`config.mk`:
```
export PLATFORM = sky130hd
export DESIGN_NAME = inpr_uart_rx
export DESIGN_NICKNAME = d
export VERILOG_FILES = /design/src/rtl/inpr_uart_rx.sv
export SDC_FILE = /design/constraint.sdc
export NUM_CORES = 1
export LEC_CHECK = 0
export BUFFER_PORTS_ARGS = -buffer_cell sky130_fd_sc_hd__buf_4
export CORE_MARGIN = 4
export CORE_UTILIZATION = 50
export CTS_CLUSTER_DIAMETER = 40
export CTS_CLUSTER_SIZE = 24
export DETAILED_ROUTE_END_ITERATION = 7
export PLACE_DENSITY_LB_ADDON = 0.2
export SYNTH_ARGS = -nofsm -noshare
export SYNTH_HDL_FRONTEND = slang
export SYNTH_SLANG_ARGS = --single-unit
```
`constraint.sdc`:
```
create_clock -name clk -period 1.7 [get_ports clk]
set_input_delay 0.085 -clock clk [delete_from_list [all_inputs] [get_ports clk]]
set_output_delay 0.085 -clock clk [all_outputs]
set_load 0.005 [all_outputs]
```
`src/rtl/inpr_uart_rx.sv`:
```
// 8N1 serial receiver feeding the basic computer's INPR register and FGI flag.
// RX is double-synchronized; each frame is mid-bit sampled with a bit-time counter.
module inpr_uart_rx #(
   parameter int CLKS_PER_BIT = 16
) (
   input  logic       clk,
   input  logic       rst,
   input  logic       RX,
   input  logic       FGI_CLR,
   output logic [7:0] INPR,
   output logic       FGI,
   output logic       OVR,
   output logic       FERR,
   output logic       BUSY
);

   localparam int            H        = CLKS_PER_BIT / 2;
   localparam int            CW       = $clog2(CLKS_PER_BIT);
   localparam logic [CW-1:0] CNT_LAST = CW'(CLKS_PER_BIT - 1);
   localparam logic [CW-1:0] CNT_HALF = CW'(H - 1);

   typedef enum logic [2:0] {
      S_IDLE,
      S_START,
      S_DATA,
      S_STOP,
      S_WAIT_HIGH
   } state_t;

   logic          sync1_q, sync1_d;
   logic          sync2_q, sync2_d;
   state_t        state_q, state_d;
   logic [CW-1:0] cnt_q,   cnt_d;
   logic [2:0]    idx_q,   idx_d;
   logic [7:0]    shift_q, shift_d;
   logic [7:0]    inpr_q,  inpr_d;
   logic          fgi_q,   fgi_d;
   logic          ovr_q,   ovr_d;
   logic          ferr_q,  ferr_d;
   logic          busy_q,  busy_d;

   logic rx_s;
   logic deliver;
   logic frame_bad;

   assign rx_s = sync2_q;

   always_comb begin
      // NOTE: every _d takes its held value first, so no path through this block can infer a latch.
      sync1_d   = RX;
      sync2_d   = sync1_q;
      state_d   = state_q;
      cnt_d     = cnt_q;
      idx_d     = idx_q;
      shift_d   = shift_q;
      inpr_d    = inpr_q;
      fgi_d     = fgi_q;
      ovr_d     = ovr_q;
      ferr_d    = ferr_q;
      deliver   = 1'b0;
      frame_bad = 1'b0;

      unique case (state_q)
         S_IDLE: begin
            cnt_d = '0;
            if (!rx_s) state_d = S_START;
         end
         S_START: begin
            if (cnt_q == CNT_HALF) begin
               cnt_d   = '0;
               idx_d   = 3'd0;
               state_d = rx_s ? S_IDLE : S_DATA;
            end else begin
               cnt_d = cnt_q + 1'b1;
            end
         end
         S_DATA: begin
            if (cnt_q == CNT_LAST) begin
               cnt_d   = '0;
               shift_d = {rx_s, shift_q[7:1]};
               if (idx_q == 3'd7) state_d = S_STOP;
               else               idx_d   = idx_q + 3'd1;
            end else begin
               cnt_d = cnt_q + 1'b1;
            end
         end
         S_STOP: begin
            if (cnt_q == CNT_LAST) begin
               cnt_d = '0;
               if (rx_s) begin
                  deliver = 1'b1;
                  state_d = S_IDLE;
               end else begin
                  frame_bad = 1'b1;
                  state_d   = S_WAIT_HIGH;
               end
            end else begin
               cnt_d = cnt_q + 1'b1;
            end
         end
         S_WAIT_HIGH: begin
            if (rx_s) state_d = S_IDLE;
         end
         default: state_d = S_IDLE;
      endcase

      // A delivery coinciding with the acknowledge counts as reading the old character.
      if (deliver) begin
         if (!fgi_q || FGI_CLR) begin
            inpr_d = shift_q;
            fgi_d  = 1'b1;
         end else begin
            ovr_d = 1'b1;
         end
         if (FGI_CLR) begin
            ovr_d  = 1'b0;
            ferr_d = 1'b0;
         end
      end else if (FGI_CLR) begin
         fgi_d  = 1'b0;
         ovr_d  = 1'b0;
         ferr_d = 1'b0;
      end
      if (frame_bad) ferr_d = 1'b1;

      busy_d = (state_d != S_IDLE);
   end

   // NOTE: sequential state uses non-blocking assignments so every flop samples pre-edge values.
   always_ff @(posedge clk) begin
      if (rst) begin
         sync1_q <= 1'b1;
         sync2_q <= 1'b1;
         state_q <= S_IDLE;
         cnt_q   <= '0;
         idx_q   <= 3'd0;
         shift_q <= 8'h00;
         inpr_q  <= 8'h00;
         fgi_q   <= 1'b0;
         ovr_q   <= 1'b0;
         ferr_q  <= 1'b0;
         busy_q  <= 1'b0;
      end else begin
         sync1_q <= sync1_d;
         sync2_q <= sync2_d;
         state_q <= state_d;
         cnt_q   <= cnt_d;
         idx_q   <= idx_d;
         shift_q <= shift_d;
         inpr_q  <= inpr_d;
         fgi_q   <= fgi_d;
         ovr_q   <= ovr_d;
         ferr_q  <= ferr_d;
         busy_q  <= busy_d;
      end
   end

   assign INPR = inpr_q;
   assign FGI  = fgi_q;
   assign OVR  = ovr_q;
   assign FERR = ferr_q;
   assign BUSY = busy_q;

endmodule

```
==> impl_summary.log, run 1 <==
INFO  metric cts-root-buf = sky130_fd_sc_hd__clkbuf_4
INFO  metric top_signal_layer_used = met4
INFO  metric worst_skew_pair.late_latency = 0.33 ns
INFO  metric synth-seq-area-share = 47.4%
INFO  metric grt_use_total = 16.2%
INFO  metric routedWlPerCell = 12.8 um
INFO  metric fill_cells = 211
INFO  metric clkTransAtPathRegs = 0.09 ns
INFO  metric initial_utilization = 53.6%
INFO  metric layout_worst_path_cycle_share = 96.5%
INFO  metric final_report_setup_violation_count = 0
INFO  metric num_antenna_cells = 0
INFO  metric drt_iter0_drc = 21
INFO  metric ys_ff_latch = 32
INFO  metric timing.clock.skew = 0.00522 ns
INFO  metric finish.net_count = 165
INFO  metric kind_of_start_point_of_the_critical_path = register
INFO  metric synth_common_cells = sky130_fd_sc_hd__dfxtp_1 (32), sky130_fd_sc_hd__nor2_1 (25), sky130_fd_sc_hd__mux2i_1 (19)
INFO  metric detailedPlacementHpwl = 1580 um
INFO  metric max_stage_delay = 0.38 ns
INFO  metric cts.sink_count = 32
INFO  metric totalNegativeSetupSlack = 0 ns
INFO  metric power.density_cell_area = 858 nW/um^2
INFO  metric yosysWarningCount = 0
INFO  metric antenna_found_initial = 0
INFO  metric place.gp.congestion = 0.784
INFO  metric min_period = 1.64 ns
INFO  metric synth.most_common_cell = sky130_fd_sc_hd__dfxtp_1
INFO  metric critical_path.endpoint_type = register
INFO  metric async_sr_flop_fraction = 0%
INFO  metric route.met2.wl = 1120 um
INFO  metric std_cell_rows = 18
INFO  metric global_route.overflow_total = 0
INFO  metric ys_dominant_reg_cell = sky130_fd_sc_hd__dfxtp_1
INFO  metric cts.htree.levels = 2
INFO  metric path_buf_inv = 0
INFO  metric crit_slowest_cell = sky130_fd_sc_hd__or3b_4
INFO  metric met3_wirelength = 118 um
INFO  metric leakagePower = 0.666 nW
INFO  metric fraction_of_final_layout_cells_sized_beyond_drive_strength_1 = 28.3%
INFO  metric layout_overhead_on_the_synthesized_area = 24.2%
INFO  metric synth.largest_area_cell = sky130_fd_sc_hd__dfxtp_1
INFO  metric worst_setup_path_type = reg -> reg
INFO  metric dieWidth = 60.0 um
INFO  metric worstPathMaxFanout = 4
INFO  metric critical_path_cell_sequence = ha_4 -> ha_4 -> and4bb_2 -> o21bai_4 -> or3b_4 -> a21oi_2
INFO  metric cp_data_required_time = 1.96 ns
INFO  metric status = completed
INFO  metric netlist-cell-type-count = 38
INFO  metric die_height = 60.0 um
INFO  metric max-vdd-ir-drop = 828 uV
INFO  metric finalMaxSlewViolations = 0
INFO  metric clock.fmax = 609 MHz
INFO  metric num_vias = 1006
INFO  metric viasPerCell = 5.32
INFO  metric synthesized_netlist_net_count = 144
INFO  metric drtPass1Iterations = 4
INFO  metric port_buf_inserts = 15
INFO  metric unrepaired_setup_endpoints_after_global_routing = no
INFO  metric tritoncts = built
INFO  metric total_die_area = 3600 sq um
INFO  metric relSlewSlack = 73.5%
INFO  metric timing.final.hold_violations = 0
INFO  metric finalHoldWorstSlack = 0.124 ns
INFO  metric tightestPinTransition = 0.395 ns
INFO  metric io-pin-count = 16
INFO  metric inserted_clock_buffers = 5
INFO  metric share_of_the_synthesized_area_in_the_top_cell_type = 47.4%
INFO  metric critical-path-top-delay-family = simple AND/OR/NAND/NOR gates
INFO  metric grt_start_max_net_pins = 33
INFO  metric synth_area_per_cell = 9.87 sq um
INFO  metric number_of_buffers_on_the_longest_clock_path = 2
INFO  metric grt_pass1_wl = 4340 um
INFO  metric synth_area = 1350 sq um
INFO  metric ant_nets = 0
INFO  metric routed_wl = 2430 um
INFO  metric syn_inst = 137
INFO  metric core = 2520 sq um
INFO  metric crit_path_frequent_cell = sky130_fd_sc_hd__ha_4
INFO  metric critPathArrivalTime = 1.91 ns
INFO  metric max_cap_viol_count = 0
INFO  metric number_of_synthesized_flops_with_an_enable_pin = 0
INFO  metric number_of_global_route_vias_before_repair = 976
INFO  metric route.layer.met1.wl = 1150 um
INFO  metric post_synth_main_area_contributors = sky130_fd_sc_hd__dfxtp_1 (47%), sky130_fd_sc_hd__mux2i_1 (14%), sky130_fd_sc_hd__nor2_1 (6.9%), sky130_fd_sc_hd__ha_1 (2.8%), sky130_fd_sc_hd__nand3b_4 (1.5%)
INFO  metric remaining_drc_errors = 0
INFO  metric hold_path_class = in -> reg
power breakdown:
| group | leakage, nW | internal (mW) | total [mW] | switching, mW |
|---|---|---|---|---|
| Clock | 0.0515 | 0.390 | 0.641 | 0.251 |
| Sequential | 0.259 | 0.755 | 0.761 | 0.00669 |
| Combinational | 0.355 | 0.0179 | 0.0392 | 0.0212 |
| Total | 0.666 | 1.16 | 1.44 | 0.279 |
cell usage in the layout, fill, tap and decap left out, drive strengths merged, types with 2 or more instances in the layout:
cell type	synthesis	routed
dfxtp	32	32
o21ai	3	3
mux2i	19	19
nor3	3	3
nand2	5	5
nor3b	2	2
buf	4	20
a21oi	3	3
a211oi	2	2
inv	5	5
clkbuf	4	7
dlygate4sd3	0	2
and2	3	3
nor2	25	25
or2	2	2
nor2b	3	3
ha	3	3
flip-flops by register name (all words and copies together) (netlist names):
signal and flops:
OVR 1, cnt_q 4, sync1_q 1, shift_q 8
BUSY 1, FGI 1, rx_s 1, idx_q 3
FERR 1, state_q 3, INPR 8
what timing repair did:
item	4_1_cts	5_1_grt
setup buffers	0	2
gates resized for setup	4	7
endpoints found under the hold margin	2	0
pin swaps	2	4
setup endpoints to repair	1	15
hold buffers	2	0
layout make-up:
cell class	instances	area (sq um)	area share (%)
clock buffers	7	65.1	3.87
clock inverters	1	30.0	1.79
inverters	5	18.8	1.12
multi-input cells	92	703	41.8
flip-flops and latches	32	643	38.3
well taps	30	37.5	2.23
repair buffers	22	183	10.9
metrics by stage:
step / instances / worst slack (ns) / instance area [sq um] / power (mW) / utilization, %
floorplan: 137 / 0.138 / 1350 / 0.800 / -
global placement: 177 / 0.104 / 1500 / 0.812 / 59.3
detailed placement: 177 / 0.0146 / 1500 / 0.813 / 59.3
CTS: 187 / 0.00172 / 1630 / 1.45 / 64.5
global route: 189 / 0.00267 / 1680 / 1.51 / 66.6
finish: 189 / 0.0587 / 1680 / 1.44 / 66.6
worst paths after layout:
kind / from / end / slack [ns] / cells after the start
min reg2reg: sync1_q / rx_s / 0.42 / 1
max: idx_q[0] / idx_q[0] / 0.06 / 6
min: rst / cnt_q[1] / 0.12 / 2
max reg2reg: idx_q[0] / idx_q[0] / 0.06 / 6
logic make-up (layout without fill, tap and decap cells):
kind of cell	count (synthesis)	in the layout	synth area share (%)
muxes	19	19	14.1
xor gates and xnor gates	1	1	0.648
and+or+nand+nor	52	52	21.6
DFF	32	32	47.4
buffers and inverters	13	35	4.44
adders and majority gates	3	3	2.78
AOI/OAI and AO/OA	17	17	9.16
worst reg2reg max path, cell delays in order (launching register included):
cell,delay [ns]
sky130_fd_sc_hd__dfxtp_2,0.35
sky130_fd_sc_hd__ha_4,0.16
sky130_fd_sc_hd__ha_4,0.15
sky130_fd_sc_hd__and4bb_2,0.31
sky130_fd_sc_hd__o21bai_4,0.09
sky130_fd_sc_hd__or3b_4,0.38
sky130_fd_sc_hd__a21oi_2,0.13
routing by layer:
metal | GRT usage, % | vias to the layer above
li1 | - | 512
met3 | 6.70 | 5
met4 | 5.70 | 0
met1 | 20.6 | 470
met5 | 0 | -
met2 | 24.7 | 19
Power figures use the tool's default switching activity.
==> run 2: changes to the inputs <==
- CORE_UTILIZATION: 50 -> 53
- CTS_BUF_LIST: unset -> sky130_fd_sc_hd__clkbuf_8
==> run 2 against run 1 <==
Compared with the run above:
- clock skew shrank 0.0018 ns
- first-iteration DRC count is 19% lower
- cell count stayed put
- cell area is 1.6% higher
- non-clock buffer count stayed put
- fmax is 1.6% lower
- power grew 9.3%
- via count down 1.2%
- critical path depth did not move
- register-to-register slack got worse by 0.03 ns
- hold slack gained 0.064 ns
- wire length unchanged
- largest power group is now the clock network
==> impl_summary.log, run 2 (synthesis gave the netlist of run 1 again) <==
INFO  metric status = completed
INFO  metric max_cap_viol_count = 0
INFO  metric tritoncts = built
INFO  metric num_vias = 994
INFO  metric hold_path_class = in -> reg
INFO  metric critPathArrivalTime = 1.87 ns
INFO  metric placement.cell_area = 1500 sq um
INFO  metric inserted_clock_buffers = 5
INFO  metric critical_path_cell_sequence = ha_4 -> ha_4 -> and4bb_2 -> o21bai_4 -> or3b_1 -> a21oi_2
INFO  metric leakagePower = 0.677 nW
INFO  metric worstPathMaxFanout = 3
INFO  metric ant_nets = 0
INFO  metric antenna_found_initial = 0
INFO  metric max_stage_delay = 0.40 ns
INFO  metric timing.clock.skew = 0.00339 ns
INFO  metric crit_path_frequent_cell = sky130_fd_sc_hd__ha_4
INFO  metric timing.final.hold_violations = 0
INFO  metric max-vdd-ir-drop = 788 uV
INFO  metric grt_pass1_wl = 4010 um
INFO  metric timing.critical_path.from = idx_q[1]
INFO  metric clock.fmax = 600 MHz
INFO  metric drtPass1Iterations = 4
INFO  metric regToRegSetupSlack = 0.03 ns
INFO  metric worst_setup_path_type = reg -> reg
INFO  metric top_signal_layer_used = met4
INFO  metric die_height = 58.5 um
INFO  metric hp-start = rst
INFO  metric cts.sink_count = 32
INFO  metric tightestPinTransition = 0.386 ns
INFO  metric cts.htree.levels = 2
INFO  metric total_die_area = 3420 sq um
INFO  metric finalMaxSlewViolations = 0
INFO  metric layout_overhead_on_the_synthesized_area = 26.3%
INFO  metric layout_worst_path_cycle_share = 98.1%
INFO  metric core = 2450 sq um
INFO  metric route.layer.met1.wl = 1140 um
INFO  metric critical-path-top-delay-family = simple AND/OR/NAND/NOR gates
INFO  metric met3_wirelength = 84 um
INFO  metric worst_skew_pair.late_latency = 0.27 ns
INFO  metric routedWlPerCell = 12.8 um
INFO  metric power.density_cell_area = 923 nW/um^2
INFO  metric drt_iter0_drc = 17
INFO  metric final_common_cell = sky130_fd_sc_hd__dfxtp_1
INFO  metric crit_slowest_cell = sky130_fd_sc_hd__or3b_1
INFO  metric finish.net_count = 165
INFO  metric grt_start_max_net_pins = 33
INFO  metric number_of_buffers_on_the_longest_clock_path = 2
INFO  metric dieWidth = 58.5 um
INFO  metric route.met2.wl = 1180 um
INFO  metric critical_path.endpoint_type = register
INFO  metric kind_of_start_point_of_the_critical_path = register
INFO  metric num_antenna_cells = 0
INFO  metric io-pin-count = 16
INFO  metric path_buf_inv = 0
INFO  metric routed_wl = 2430 um
INFO  metric min_period = 1.67 ns
INFO  metric place.gp.congestion = 0.733
INFO  metric relSlewSlack = 74.1%
INFO  metric clkTransAtPathRegs = 0.06 ns
INFO  metric grt_use_total = 15.1%
INFO  metric global_route.overflow_total = 0
INFO  metric viasPerCell = 5.26
INFO  metric final_cell_area = 1710 sq um
INFO  metric detailedPlacementHpwl = 1580 um
INFO  metric timing.rr.start = idx_q[1]
INFO  metric remaining_drc_errors = 0
INFO  metric port_buf_inserts = 15
INFO  metric final_cell_mix = sky130_fd_sc_hd__dfxtp_1 (31), sky130_fd_sc_hd__nor2_1 (25), sky130_fd_sc_hd__mux2i_1 (19)
INFO  metric fraction_of_final_layout_cells_sized_beyond_drive_strength_1 = 27.0%
INFO  metric final_report_setup_violation_count = 0
INFO  metric initial_utilization = 55.1%
INFO  metric number_of_global_route_vias_before_repair = 977
INFO  metric final_core_util = 69.6%
INFO  metric std_cell_rows = 18
INFO  metric cp_data_required_time = 1.91 ns
INFO  metric cts-root-buf = sky130_fd_sc_hd__clkbuf_8
INFO  metric finalHoldWorstSlack = 0.188 ns
## run 2: cell counts in the layout (fill, tap and decap cells not counted)
Identical to the previous run, type by type.
## run 2: final cells by class
type | instances | area [sq um]
fillers | 194 | 747
multi-input cells | 92 | 697
flip-flops and latches | 32 | 642
repair buffers | 22 | 186
clock buffers | 7 | 96.3
well taps | 30 | 37.5
clock inverters | 1 | 30.0
inverters | 5 | 18.8
## run 2: per-stage QoR
step / std cells / power, mW / TNS [ns] / setup WS (ns)
after floorplan: 137 / 0.800 / 0 / 0.138
after global placement: 177 / 0.812 / 0 / 0.109
after detailed placement: 177 / 0.813 / 0 / 0.0445
after CTS: 187 / 1.60 / 0 / 0.0168
after global routing: 189 / 1.63 / -0.0831 / -0.0807
final: 189 / 1.58 / 0 / 0.0320
## run 2: what timing repair did
item                                   CTS  global route
hold buffers                             2             0
setup buffers                            0             2
setup endpoints to repair                0            11
endpoints found under the hold margin    2             0
gates resized for setup                  0            10
## run 2: where the power goes
part	leakage [nW]	switching [mW]	internal, mW	total, mW
Combinational	0.353	0.0208	0.0176	0.0385
Clock	0.0645	0.259	0.517	0.776
Sequential	0.259	0.00689	0.755	0.762
Total	0.677	0.287	1.29	1.58
## run 2: worst paths after layout
path	endpoint	depth (start not counted)
setup / recovery	idx_q[0]	6
hold / removal	INPR[5]	2
setup reg to reg	idx_q[0]	6
hold reg to reg	rx_s	1
## run 2: layer usage
metal / GRT usage [%] / vias to the layer above
met5: 0 / -
met4: 7.95 / 0
met3: 4.61 / 2
met2: 24.1 / 14
met1: 18.1 / 463
li1: - / 515
## run 2: worst reg2reg max path, cell delays in order, from the launching register on
cell and delay (ns):
sky130_fd_sc_hd__dfxtp_1 0.34, sky130_fd_sc_hd__ha_4 0.17, sky130_fd_sc_hd__ha_4 0.15, sky130_fd_sc_hd__and4bb_2 0.32, sky130_fd_sc_hd__o21bai_4 0.08, sky130_fd_sc_hd__or3b_1 0.40, sky130_fd_sc_hd__a21oi_2 0.14
